$ cat config.mk
export PLATFORM = sky130hd
export DESIGN_NAME = pong_ball_painter
export DESIGN_NICKNAME = d
export VERILOG_FILES = /design/src/rtl/pong_ball_painter.sv
export SDC_FILE = /design/constraint.sdc
export NUM_CORES = 1
export LEC_CHECK = 0
export ABC_CLOCK_PERIOD_IN_PS = 4900
export CORE_UTILIZATION = 61
export CTS_BUF_LIST = sky130_fd_sc_hd__clkbuf_4 sky130_fd_sc_hd__clkbuf_8
export CTS_CLUSTER_SIZE = 8
export DETAILED_ROUTE_END_ITERATION = 8
export PLACE_DENSITY = 0.88
export SLEW_MARGIN = 40
export SYNTH_ARGS = -nofsm -noshare
export SYNTH_HDL_FRONTEND = slang
export SYNTH_SLANG_ARGS = --single-unit
$ cat constraint.sdc
create_clock -name clock -period 4.9 [get_ports clock]
set_input_delay 0.735 -clock clock [delete_from_list [all_inputs] [get_ports clock]]
set_output_delay 0.735 -clock clock [all_outputs]
set_load 0.1 [all_outputs]
$ cat src/rtl/pong_ball_painter.sv
`default_nettype none
// ============================================================================
// Module      : pong_ball_painter
// Description : Once per accepted frame tick, erases the pong ball sprite,
//               moves it one step with wall bounces, and redraws it through
//               the VGA adapter pixel-write port. Owns the ball position and
//               direction state.
//               Optional feature macro: PONG_BALL_SPEED_EN adds a 2-bit speed
//               input; the ball then advances speed+1 pixels per tick.
// Revision    : 1.0 - initial release
// ============================================================================
module pong_ball_painter #(
  parameter int         SCREEN_W    = 160,
  parameter int         SCREEN_H    = 120,
  parameter int         BALL_SIZE   = 4,
  parameter int         X_INIT      = 78,
  parameter int         Y_INIT      = 58,
  parameter logic [2:0] BG_COLOUR   = 3'b000,
  parameter logic [2:0] BALL_COLOUR = 3'b111
) (
  input  logic       clock,
  input  logic       resetn,
  input  logic       enable,
  input  logic       do_erase,
`ifdef PONG_BALL_SPEED_EN
  input  logic [1:0] speed,
`endif
  output logic [7:0] x,
  output logic [6:0] y,
  output logic [2:0] colour,
  output logic       plot,
  output logic       busy,
  output logic [7:0] ball_x,
  output logic [6:0] ball_y
);

  // Pixel counter: low half walks the sprite column, high half the row
  localparam int                    c_HALF_BITS = $clog2(BALL_SIZE);
  localparam int                    c_PIX_BITS  = 2 * c_HALF_BITS;
  localparam logic [c_PIX_BITS-1:0] c_PIX_LAST  = '1;
  localparam logic [c_PIX_BITS-1:0] c_PIX_ONE   = c_PIX_BITS'(1);

  // Largest legal top-left coordinate on each axis
  localparam logic [8:0] c_XMAX = 9'(SCREEN_W - BALL_SIZE);
  localparam logic [8:0] c_YMAX = 9'(SCREEN_H - BALL_SIZE);

  typedef enum logic [2:0] {
    S_INIT  = 3'd0,
    S_IDLE  = 3'd1,
    S_ERASE = 3'd2,
    S_MOVE  = 3'd3,
    S_DRAW  = 3'd4
  } state_t;

  state_t                r_state;
  logic [c_PIX_BITS-1:0] r_p;
  logic                  r_pending;
  logic                  r_dir_x;      // 1 = moving towards larger x
  logic                  r_dir_y;      // 1 = moving towards larger y
  logic [7:0]            r_ball_x;
  logic [6:0]            r_ball_y;
  logic [7:0]            r_x;
  logic [6:0]            r_y;
  logic [2:0]            r_colour;
  logic                  r_plot;
  logic                  r_busy;

  logic       w_tick;
  logic [8:0] w_step;
  logic [8:0] w_x9;
  logic [8:0] w_y9;
  logic [7:0] w_next_x;
  logic [6:0] w_next_y;
  logic       w_next_dir_x;
  logic       w_next_dir_y;
  logic [7:0] w_pix_x;
  logic [6:0] w_pix_y;

  assign w_tick = enable & do_erase;

`ifdef PONG_BALL_SPEED_EN
  assign w_step = 9'(speed) + 9'd1;
`else
  assign w_step = 9'd1;
`endif

  // 9-bit views of the position so step arithmetic cannot wrap
  assign w_x9 = {1'b0, r_ball_x};
  assign w_y9 = {2'b00, r_ball_y};

  // Current sprite pixel in raster order (column fastest)
  assign w_pix_x = r_ball_x + 8'(r_p[c_HALF_BITS-1:0]);
  assign w_pix_y = r_ball_y + 7'(r_p[c_PIX_BITS-1:c_HALF_BITS]);

  // Next x position: step in the current direction, reflecting off the walls
  always_comb begin
    w_next_x     = r_ball_x;
    w_next_dir_x = r_dir_x;
    if (r_dir_x) begin
      if (w_x9 + w_step > c_XMAX) begin
        w_next_x     = 8'(c_XMAX - w_step);
        w_next_dir_x = 1'b0;
      end else begin
        w_next_x = 8'(w_x9 + w_step);
      end
    end else begin
      if (w_x9 < w_step) begin
        w_next_x     = 8'(w_step);
        w_next_dir_x = 1'b1;
      end else begin
        w_next_x = 8'(w_x9 - w_step);
      end
    end
  end

  // Next y position: same reflection rule, independent of the x axis
  always_comb begin
    w_next_y     = r_ball_y;
    w_next_dir_y = r_dir_y;
    if (r_dir_y) begin
      if (w_y9 + w_step > c_YMAX) begin
        w_next_y     = 7'(c_YMAX - w_step);
        w_next_dir_y = 1'b0;
      end else begin
        w_next_y = 7'(w_y9 + w_step);
      end
    end else begin
      if (w_y9 < w_step) begin
        w_next_y     = 7'(w_step);
        w_next_dir_y = 1'b1;
      end else begin
        w_next_y = 7'(w_y9 - w_step);
      end
    end
  end

  // Sequencer: tick capture, sprite pixel walk, ball motion and pixel port
  always_ff @(posedge clock) begin
    if (!resetn) begin
      r_state   <= S_INIT;
      r_p       <= '0;
      r_pending <= 1'b0;
      r_dir_x   <= 1'b1;
      r_dir_y   <= 1'b1;
      r_ball_x  <= 8'(X_INIT);
      r_ball_y  <= 7'(Y_INIT);
      r_x       <= '0;
      r_y       <= '0;
      r_colour  <= BG_COLOUR;
      r_plot    <= 1'b0;
      r_busy    <= 1'b0;
    end else begin
      // A tick during a running sequence is remembered once; extras are lost
      if ((r_state != S_IDLE) && w_tick) begin
        r_pending <= 1'b1;
      end

      case (r_state)
        S_INIT: begin
          r_plot  <= 1'b0;
          r_busy  <= 1'b1;
          r_p     <= '0;
          r_state <= S_DRAW;
        end

        S_IDLE: begin
          r_plot <= 1'b0;
          if (enable && (do_erase || r_pending)) begin
            r_pending <= 1'b0;
            r_busy    <= 1'b1;
            r_p       <= '0;
            r_state   <= S_ERASE;
          end
        end

        S_ERASE: begin
          r_plot   <= 1'b1;
          r_x      <= w_pix_x;
          r_y      <= w_pix_y;
          r_colour <= BG_COLOUR;
          r_p      <= r_p + c_PIX_ONE;
          if (r_p == c_PIX_LAST) begin
            r_state <= S_MOVE;
          end
        end

        S_MOVE: begin
          r_plot   <= 1'b0;
          r_ball_x <= w_next_x;
          r_ball_y <= w_next_y;
          r_dir_x  <= w_next_dir_x;
          r_dir_y  <= w_next_dir_y;
          r_p      <= '0;
          r_state  <= S_DRAW;
        end

        S_DRAW: begin
          r_plot   <= 1'b1;
          r_x      <= w_pix_x;
          r_y      <= w_pix_y;
          r_colour <= BALL_COLOUR;
          r_p      <= r_p + c_PIX_ONE;
          if (r_p == c_PIX_LAST) begin
            // busy drops together with the last plot becoming visible
            r_busy  <= 1'b0;
            r_state <= S_IDLE;
          end
        end

        default: begin
          r_plot  <= 1'b0;
          r_busy  <= 1'b0;
          r_state <= S_IDLE;
        end
      endcase
    end
  end

  assign x      = r_x;
  assign y      = r_y;
  assign colour = r_colour;
  assign plot   = r_plot;
  assign busy   = r_busy;
  assign ball_x = r_ball_x;
  assign ball_y = r_ball_y;

endmodule
`default_nettype wire

==> flow_metrics.env, run 1 <==
export IMPL_clk_pin_slew_worst_paths_ns=0.08
export IMPL_numPortBuffers=38
export IMPL_pwr_share_comb_pct=16.0
export IMPL_place_hpwl_um=4230
export IMPL_fin_crit_sh_pct=48.4
export IMPL_switching_power_mw=0.225
export IMPL_critPathRequiredTime_ns=5.12
export IMPL_final_net_count=377
export IMPL_switching_share_pct=31.6
export IMPL_pwr_share_seq_pct=51.5
export IMPL_pwr_share_clk_pct=32.5
export IMPL_seq_area_frac_synth_pct=31.3
export IMPL_grt_max_degree=27
export IMPL_gp_congestion=0.911
export IMPL_cts_sinks=43
export IMPL_syn_area_um2=2750
export IMPL_r2r_setup_slack_ns=2.66
export IMPL_cts_resized=0
export IMPL_rsz0062_at_grt="false"
export IMPL_antenna_found_initial=0
export IMPL_start_kind="primary input"
export IMPL_p_per_area_nw_per_um2=238
export IMPL_cts_tree="done"
export IMPL_relSlewSlack_pct=55.3
export IMPL_insertion_delay_ns=0.30
export IMPL_dp_cells=406
export IMPL_drt_iter0_markers=212
export IMPL_numCtsBuffers=5
export IMPL_remaining_drc_errors=0
export IMPL_worst_pin_slew_ns=0.669
export IMPL_syn_num_nets=360
export IMPL_cellLeakagePower_nw=1.29
export IMPL_synthTopCellsByArea="dfxtp_1, ha_1, nor2b_1, nand2_1, o211a_1"
export IMPL_synth_top_cell_area_share_pct=31.3
export IMPL_holdWs_ns=0.498
export IMPL_firstDrtPassIters=5
export IMPL_synth_cells=344
export IMPL_finalCriticalPeriod_ns=2.37
export IMPL_max_freq_ghz=0.421
export IMPL_num_rows=24
export IMPL_drive_above_1_share_pct=14.9
export IMPL_dr_total_vias=2558
export IMPL_wirelength_um=6200
export IMPL_core_area_um2=4350
export IMPL_critical_path_arrival_ns=2.59
export IMPL_status="complete, no violations"
export IMPL_grt_ovfl_total=0
export IMPL_fin_setup_tns_ns=0
export IMPL_fin_worst_skew_ns=0.00237
export IMPL_peakVddDrop_v=0.000121
export IMPL_postCtsSetupBuffers=0
export IMPL_avgSynthCellArea_um2=8.01
export IMPL_ys_ff_latch=43
export IMPL_synth_main_ff_cell="dfxtp_1"
export IMPL_clock_path_buffers=2
export IMPL_grt_pass1_vias=2207
export IMPL_antenna_cells=0
export IMPL_via_per_inst=6.18
export IMPL_dieArea_um2=4790
export IMPL_syn_to_final_growth_pct=8.77
export IMPL_setup_viol=0
export IMPL_layout_common_cells="dfxtp_1, buf_2, nand2_1"
export IMPL_cp_max_fo=26
export IMPL_cts_hold_buf=0
export IMPL_ant_nets=0
export IMPL_endpoint_kind="flip-flop"
export IMPL_drv_slew=0
export IMPL_yosys_warnings=0
export IMPL_detail_route_wl_per_cell_um=15.0
export IMPL_track_usage_pct=26.3
export IMPL_hold_viol_final=0
export IMPL_num_io_pins=39
export IMPL_layout_commonest_cell="dfxtp_1"
export IMPL_die_h_um=69.2
export IMPL_crit_type="in2reg"
export IMPL_start_util_pct=63.2
export IMPL_worstHoldPathType="reg2reg"
export IMPL_yosys_area_top_type="dfxtp_1"
export IMPL_grt_pass1_wl_um=10300
export IMPL_async_flop_share_pct=0
export IMPL_synth_edf_count=0
export IMPL_die_w_um=69.2
export IMPL_p_int_mw=0.487
export IMPL_final_core_util_pct=68.8
export IMPL_cap_viol_max_count=0
export IMPL_cts_root_buffer="clkbuf_8"
export IMPL_final_cell_count_no_fill=414
export IMPL_power_mw=0.712
export IMPL_synth_cell_types=58
export IMPL_htreeDepth=2
==> layout make-up <==
cell class / instances / area, um^2
fillers: 383 / 1360
clock inverters: 2 / 12.5
inverters: 11 / 41.3
well taps: 52 / 65.1
multi-input cells: 260 / 1720
clock buffers: 6 / 76.3
flip-flops and latches: 43 / 861
repair buffers: 40 / 220
==> Yosys cell counts (all sizes together), types with 5 or more instances <==
library cell	count
buf	10
mux2i	6
nand3	19
dfxtp	43
a21oi	20
nor3	11
o211a	11
xnor2	8
nand2	33
and2	5
or3	6
ha	10
nor2b	20
nor2	22
o21ai	23
clkbuf	20
xor2	10
inv	11
==> state kept, by name, summed over array words and instances, names as in the netlist <==
signal	cells
ball_x	8
ball_y	7
busy	1
colour	1
plot	1
r_dir_x	1
r_dir_y	1
r_p	4
r_pending	1
r_state	3
x	8
y	7
==> stage by stage <==
step / instance area (um^2) / setup WS, ns
final: 3000 / 2.53
after CTS: 3000 / 2.51
after floorplan: 2750 / 2.27
after global routing: 3000 / 2.40
after global placement: 3080 / 2.28
after detailed placement: 2910 / 2.20
==> worst paths after layout <==
kind,startpoint,end,cells past startpoint
worst min-delay path,y[1]$_SDFFE_PN0P_,y[1]$_SDFFE_PN0P_,1
worst min register to register,y[1]$_SDFFE_PN0P_,y[1]$_SDFFE_PN0P_,1
worst max-delay path,resetn,ball_y[2]$_SDFFE_PN0P_,5
worst max register to register,r_state[0]$_SDFFE_PN0P_,ball_x[7]$_SDFFE_PN0P_,6
==> layer usage <==
metal	up-vias	share of wire, %	GRT usage, %
li1	1249	-	-
met1	1201	45	36.2
met2	99	47	42.1
met3	9	6.6	4.94
met4	0	1.2	7.48
met5	-	0	0
==> worst max-delay path, cell delays in order <==
cell and delay (ns):
clkdlybuf4s50_1 0.90, buf_4 0.38, nor3b_1 0.29, a21oi_1 0.11
o31ai_1 0.18
==> kinds of logic (layout without fill, tap and decap cells) <==
family / after synthesis / in the layout / share of synthesized area (%)
buf+inv: 41 / 59 / 6.41
compound gates: 89 / 89 / 22.6
fa+ha+maj: 12 / 12 / 6.00
flops: 43 / 43 / 31.3
mux: 7 / 7 / 3.18
xor+xnor: 18 / 18 / 5.72
simple gates: 134 / 134 / 24.9
==> power by group through the flow <==
stage          clock (mW)  sequential, mW  combinational [mW]
2_1_floorplan           0           0.436              0.0362
4_1_cts             0.233           0.367               0.115
6_report            0.231           0.367               0.114
3_3_place_gp            0           0.375               0.122
5_1_grt             0.251           0.368               0.118
3_5_place_dp            0           0.375               0.114
No activity file was read; power rests on OpenSTA's default activity.
==> inputs of run 2 (changes only) <==
--- a/config.mk
+++ b/config.mk
@@ -5,12 +5,12 @@
 export SDC_FILE = /design/constraint.sdc
 export NUM_CORES = 1
 export LEC_CHECK = 0
-export ABC_CLOCK_PERIOD_IN_PS = 4900
-export CORE_UTILIZATION = 61
+export ABC_CLOCK_PERIOD_IN_PS = 2400
+export CORE_UTILIZATION = 57
 export CTS_BUF_LIST = sky130_fd_sc_hd__clkbuf_4 sky130_fd_sc_hd__clkbuf_8
 export CTS_CLUSTER_SIZE = 8
 export DETAILED_ROUTE_END_ITERATION = 8
-export PLACE_DENSITY = 0.88
+export PLACE_DENSITY = 0.83
 export SLEW_MARGIN = 40
 export SYNTH_ARGS = -nofsm -noshare
 export SYNTH_HDL_FRONTEND = slang
==> constraint.sdc (replaced) <==
create_clock -name clock -period 2.4 [get_ports clock]
set_input_delay 0.36 -clock clock [delete_from_list [all_inputs] [get_ports clock]]
set_output_delay 0.36 -clock clock [all_outputs]
set_load 0.1 [all_outputs]
==> run 2 against run 1 <==
Compared with the run above:
- via count is 0.98% higher
- non-clock buffer count up 4
- combinational power up 110%
- core utilization up 0.51 points
- power increased by 110%
- die area grew 6.8%
- critical path depth is 2 higher
- critical endpoint is now ball_y[1]$_SDFFE_PN1P_
==> flow_metrics.env, run 2 (synthesis gave the netlist of run 1 again) <==
export IMPL_remaining_drc_errors=0
export IMPL_numPortBuffers=38
export IMPL_p_per_area_nw_per_um2=469
export IMPL_setup_viol=0
export IMPL_max_freq_ghz=0.466
export IMPL_die_h_um=71.5
export IMPL_layout_commonest_cell="buf_4"
export IMPL_cp_top_family="compound AO/OA/AOI/OAI gates"
export IMPL_fin_worst_skew_ns=0.00599
export IMPL_start_util_pct=61.1
export IMPL_die_w_um=71.5
export IMPL_insertion_delay_ns=0.29
export IMPL_grt_pass1_vias=2313
export IMPL_postCtsSetupBuffers=0
export IMPL_critPathRequiredTime_ns=2.56
export IMPL_firstDrtPassIters=5
export IMPL_num_fill_cells=379
export IMPL_fin_ws_ns=0.253
export IMPL_worst_pin_slew_ns=0.630
export IMPL_pre_cts_ws_ns=0.363
export IMPL_cp_max_fo=10
export IMPL_syn_to_final_growth_pct=13.4
export IMPL_place_hpwl_um=4590
export IMPL_cts_hold_buf=0
export IMPL_ant_nets=0
export IMPL_r2r_setup_slack_ns=0.25
export IMPL_rsz0062_at_grt="false"
export IMPL_critPathBufInv=0
export IMPL_antenna_cells=0
export IMPL_relSlewSlack_pct=57.6
export IMPL_layout_common_cells="buf_4, dfxtp_1, nand2_1"
export IMPL_dieArea_um2=5110
export IMPL_drive_above_1_share_pct=17.8
export IMPL_fin_setup_tns_ns=0
export IMPL_finalCriticalPeriod_ns=2.15
export IMPL_antenna_found_initial=0
export IMPL_peakVddDrop_v=0.000366
export IMPL_status="complete, no violations"
export IMPL_hold_viol_final=0
export IMPL_drv_slew=0
export IMPL_grt_pass1_wl_um=11000
export IMPL_crit_type="reg2reg"
export IMPL_final_cell_count_no_fill=418
export IMPL_via_per_inst=6.18
export IMPL_cts_resized=0
export IMPL_path_cells="ha_1 > xnor2_1 > nor2_1 > o311ai_1 > o21ai_1 > o311ai_0 > o221ai_1"
export IMPL_numCtsBuffers=5
export IMPL_grt_max_degree=28
export IMPL_gp_congestion=0.944
export IMPL_cts_sinks=43
export IMPL_clock_path_buffers=2
export IMPL_clk_pin_slew_worst_paths_ns=0.09
export IMPL_cellLeakagePower_nw=1.33
export IMPL_wirelength_um=6400
export IMPL_critPathSlowestCell="dfxtp_2"
export IMPL_holdWs_ns=0.501
export IMPL_worstHoldPathType="reg2reg"
export IMPL_grt_ovfl_total=0
export IMPL_cts_root_buffer="clkbuf_8"
export IMPL_final_net_count=381
export IMPL_endpoint_kind="flip-flop"
export IMPL_num_io_pins=39
export IMPL_critPathMaxStageDelay_ns=0.43
export IMPL_critical_path_arrival_ns=2.31
export IMPL_detail_route_wl_per_cell_um=15.3
export IMPL_drt_iter0_markers=177
export IMPL_num_rows=24
export IMPL_track_usage_pct=26.9
export IMPL_fin_crit_sh_pct=89.4
export IMPL_start_kind="flip-flop"
export IMPL_dr_total_vias=2583
export IMPL_dp_cells=410
export IMPL_core_area_um2=4500
export IMPL_cap_viol_max_count=0
export IMPL_htreeDepth=2
export IMPL_place_area_um2=3030
export IMPL_final_area_um2=3120
export IMPL_cts_tree="done"
run 2: through the flow:
step,util (%),total power [mW]
after floorplan,-,0.964
after global placement,67.3,1.01
after detailed placement,67.3,1.01
after CTS,69.3,1.47
after global routing,69.3,1.52
final,69.3,1.46
run 2: routing by layer:
layer	routed length [um]	GRT usage, %	share of wire, %
met1	2980	37.5	46
met2	2950	44.0	46
met3	420	4.22	6.6
met4	57	6.32	0.89
met5	0	0	0
run 2: area by class of cell:
cell class	count	area [um^2]	area share [%]
repair buffers	44	338	10.8
multi-input cells	260	1720	55.1
well taps	52	65.1	2.08
clock buffers	6	76.3	2.44
flip-flops and latches	43	870	27.9
inverters	11	41.3	1.32
clock inverters	2	12.5	0.401
run 2: worst min-delay path: stages (launching register included):
cell	delay (ns)
dfxtp_1	0.34
a21oi_1	0.04
nor2_1	0.08
run 2: path summary, 6_finish.rpt:
path	to	start	cells past startpoint
setup / recovery	ball_y[1]$_SDFFE_PN1P_	ball_y[0]$_SDFFE_PN0P_	7
hold / removal	r_pending$_SDFF_PN0_	r_pending$_SDFF_PN0_	2
setup reg to reg	ball_y[1]$_SDFFE_PN1P_	ball_y[0]$_SDFFE_PN0P_	7
hold reg to reg	r_pending$_SDFF_PN0_	r_pending$_SDFF_PN0_	2
run 2: power by group:
group | internal (mW) | leakage, nW | total (mW) | switching (mW)
Sequential | 0.734 | 0.353 | 0.749 | 0.0150
Combinational | 0.0570 | 0.928 | 0.245 | 0.188
Clock | 0.215 | 0.0446 | 0.470 | 0.255
==> inputs of run 3 (changes only) <==
--- a/config.mk
+++ b/config.mk
@@ -5,12 +5,12 @@
 export SDC_FILE = /design/constraint.sdc
 export NUM_CORES = 1
 export LEC_CHECK = 0
-export ABC_CLOCK_PERIOD_IN_PS = 2400
-export CORE_UTILIZATION = 57
+export ABC_CLOCK_PERIOD_IN_PS = 1800
+export CORE_UTILIZATION = 51
 export CTS_BUF_LIST = sky130_fd_sc_hd__clkbuf_4 sky130_fd_sc_hd__clkbuf_8
 export CTS_CLUSTER_SIZE = 8
 export DETAILED_ROUTE_END_ITERATION = 8
-export PLACE_DENSITY = 0.83
+export PLACE_DENSITY = 0.78
 export SLEW_MARGIN = 40
 export SYNTH_ARGS = -nofsm -noshare
 export SYNTH_HDL_FRONTEND = slang
==> constraint.sdc (replaced) <==
create_clock -name clock -period 1.8 [get_ports clock]
set_input_delay 0.27 -clock clock [delete_from_list [all_inputs] [get_ports clock]]
set_output_delay 0.27 -clock clock [all_outputs]
set_load 0.1 [all_outputs]
==> run 3 against run 2 <==
Compared with the run above:
- the run now ends with setup timing left
- wire length up 12%
- final cell count rose by 11%
- critical path depth is the same
- die area grew 11%
- largest power group unchanged
==> flow_metrics.env, run 3 (synthesis gave the netlist of run 1 again) <==
export IMPL_relSlewSlack_pct=72.6
export IMPL_max_freq_ghz=0.541
export IMPL_reg2reg_to="ball_y[3]$_SDFFE_PN1P_"
export IMPL_layout_commonest_cell="buf_4"
export IMPL_use_met1_pct=35.9
export IMPL_antenna_cells=0
export IMPL_place_area_um2=3530
export IMPL_critical_path_arrival_ns=2.03
export IMPL_grt_pass1_wl_um=11400
export IMPL_setup_viol=1
export IMPL_start_kind="flip-flop"
export IMPL_gp_congestion=0.927
export IMPL_fin_crit_sh_pct=103
export IMPL_power_mw=2.22
export IMPL_final_area_um2=3840
export IMPL_worstHoldPathType="reg2reg"
export IMPL_grt_ovfl_total=0
export IMPL_place_hpwl_um=5070
export IMPL_final_cell_count_no_fill=466
export IMPL_syn_to_final_growth_pct=39.4
export IMPL_regToRegStartpoint="ball_y[1]$_SDFFE_PN1P_"
export IMPL_cts_root_buffer="clkbuf_8"
export IMPL_rsz0062_at_grt="true"
export IMPL_drv_slew=0
export IMPL_pre_cts_ws_ns=-0.128
export IMPL_clock_path_buffers=2
export IMPL_critPathRequiredTime_ns=1.98
export IMPL_violations="setup timing"
export IMPL_insertion_delay_ns=0.29
export IMPL_crit_type="reg2reg"
export IMPL_cap_viol_max_count=0
export IMPL_grt_max_degree=35
export IMPL_core_area_um2=5140
export IMPL_hold_end="r_pending$_SDFF_PN0_"
export IMPL_status="complete, but fails checks"
export IMPL_ant_nets=0
export IMPL_detail_route_wl_per_cell_um=15.4
export IMPL_drive_above_1_share_pct=31.3
export IMPL_gr_max_usage_layer="met2"
export IMPL_worst_pin_slew_ns=0.411
export IMPL_grt_pass1_vias=2408
export IMPL_dp_cells=451
export IMPL_hp_start="r_pending$_SDFF_PN0_"
export IMPL_cp_max_fo=8
export IMPL_peakVddDrop_v=0.000366
export IMPL_track_usage_pct=26.0
export IMPL_fin_ws_ns=-0.0480
export IMPL_die_h_um=75.5
export IMPL_numCtsBuffers=5
export IMPL_num_fill_cells=367
export IMPL_die_w_um=75.5
export IMPL_ff2ff_path_depth=7
export IMPL_dieArea_um2=5700
export IMPL_grtUsageMet2_pct=42.2
export IMPL_htreeDepth=2
export IMPL_met3_usage_pct=4.50
export IMPL_numPortBuffers=38
export IMPL_cts_sinks=43
export IMPL_num_rows=26
export IMPL_wirelength_um=7170
export IMPL_drt_iter0_markers=179
export IMPL_final_core_util_pct=74.7
export IMPL_r2r_setup_slack_ns=-0.05
export IMPL_antenna_found_initial=0
export IMPL_fin_worst_skew_ns=0.00662
export IMPL_finalCriticalPeriod_ns=1.85
export IMPL_remaining_drc_errors=0
export IMPL_endpoint_kind="flip-flop"
export IMPL_cts_tree="done"
export IMPL_firstDrtPassIters=4
export IMPL_start_util_pct=53.6
export IMPL_hold_viol_final=0
export IMPL_min_path_cells=2
export IMPL_num_io_pins=39
export IMPL_clk_pin_slew_worst_paths_ns=0.08
export IMPL_p_per_area_nw_per_um2=579
export IMPL_layout_common_cells="buf_4, nand2_1, dfxtp_1"
export IMPL_cellLeakagePower_nw=1.62
export IMPL_via_per_inst=5.86
export IMPL_dr_total_vias=2729
export IMPL_final_net_count=411
[run 3: where the power goes]
part	leakage [nW]	internal, mW	switching, mW
registers	0.357	0.960	0.0218
logic	1.20	0.0910	0.252
clock network	0.0688	0.570	0.330
[run 3: layer usage]
layer | up-vias | routed length (um) | share of wire (%)
met5 | - | 0 | 0
met2 | 89 | 3480 | 49
met3 | 14 | 321 | 4.5
li1 | 1317 | - | -
met1 | 1309 | 3280 | 46
met4 | 0 | 84 | 1.2
[run 3: layout make-up]
cell class,count,area (um^2),area share (%)
Multi-Input combinational cell,260,1870,48.7
Inverter,11,45.0,1.17
Sequential cell,43,913,23.8
Tap cell,70,87.6,2.28
Clock inverter,2,60.1,1.56
Timing Repair Buffer,74,788,20.5
Clock buffer,6,76.3,1.99
[run 3: through the flow]
step	TNS (ns)	hold WS (ns)
final	-0.0480	0.493
after global routing	-0.332	0.523
after CTS	-0.0650	0.499
after detailed placement	-0.190	0.478
after global placement	0	0.463
after floorplan	-0.995	0.423
[run 3: critical path, cell delays in order (launching register included)]
cell and delay [ns]:
dfxtp_4 0.42, ha_4 0.17, nand3_1 0.12, xnor2_2 0.23, o311ai_2 0.15, o21ai_2 0.16
a211oi_2 0.12, or3_1 0.37
[run 3: repair_timing]
item	in CTS	in global routing
setup buffers	0	7
cloned	0	0
resized for setup	3	22
endpoints found under the setup margin	3	14
pin swaps	0	8
hold buffers	0	0
[run 3: worst max path at each step]
stage                                 from                      to  slack, ns  depth (start not counted)
CTS                 ball_y[0]$_SDFFE_PN0P_  ball_y[1]$_SDFFE_PN1P_      -0.06                          7
detailed placement  ball_y[0]$_SDFFE_PN0P_  ball_y[3]$_SDFFE_PN1P_      -0.13                          7
global route        ball_y[1]$_SDFFE_PN1P_  ball_y[3]$_SDFFE_PN1P_      -0.11                          7
finish              ball_y[1]$_SDFFE_PN1P_  ball_y[3]$_SDFFE_PN1P_      -0.05                          7
global placement    ball_y[0]$_SDFFE_PN0P_  ball_y[3]$_SDFFE_PN1P_       0.01                          7
floorplan           ball_x[5]$_SDFFE_PN0P_  ball_x[4]$_SDFFE_PN0P_      -0.13                          7
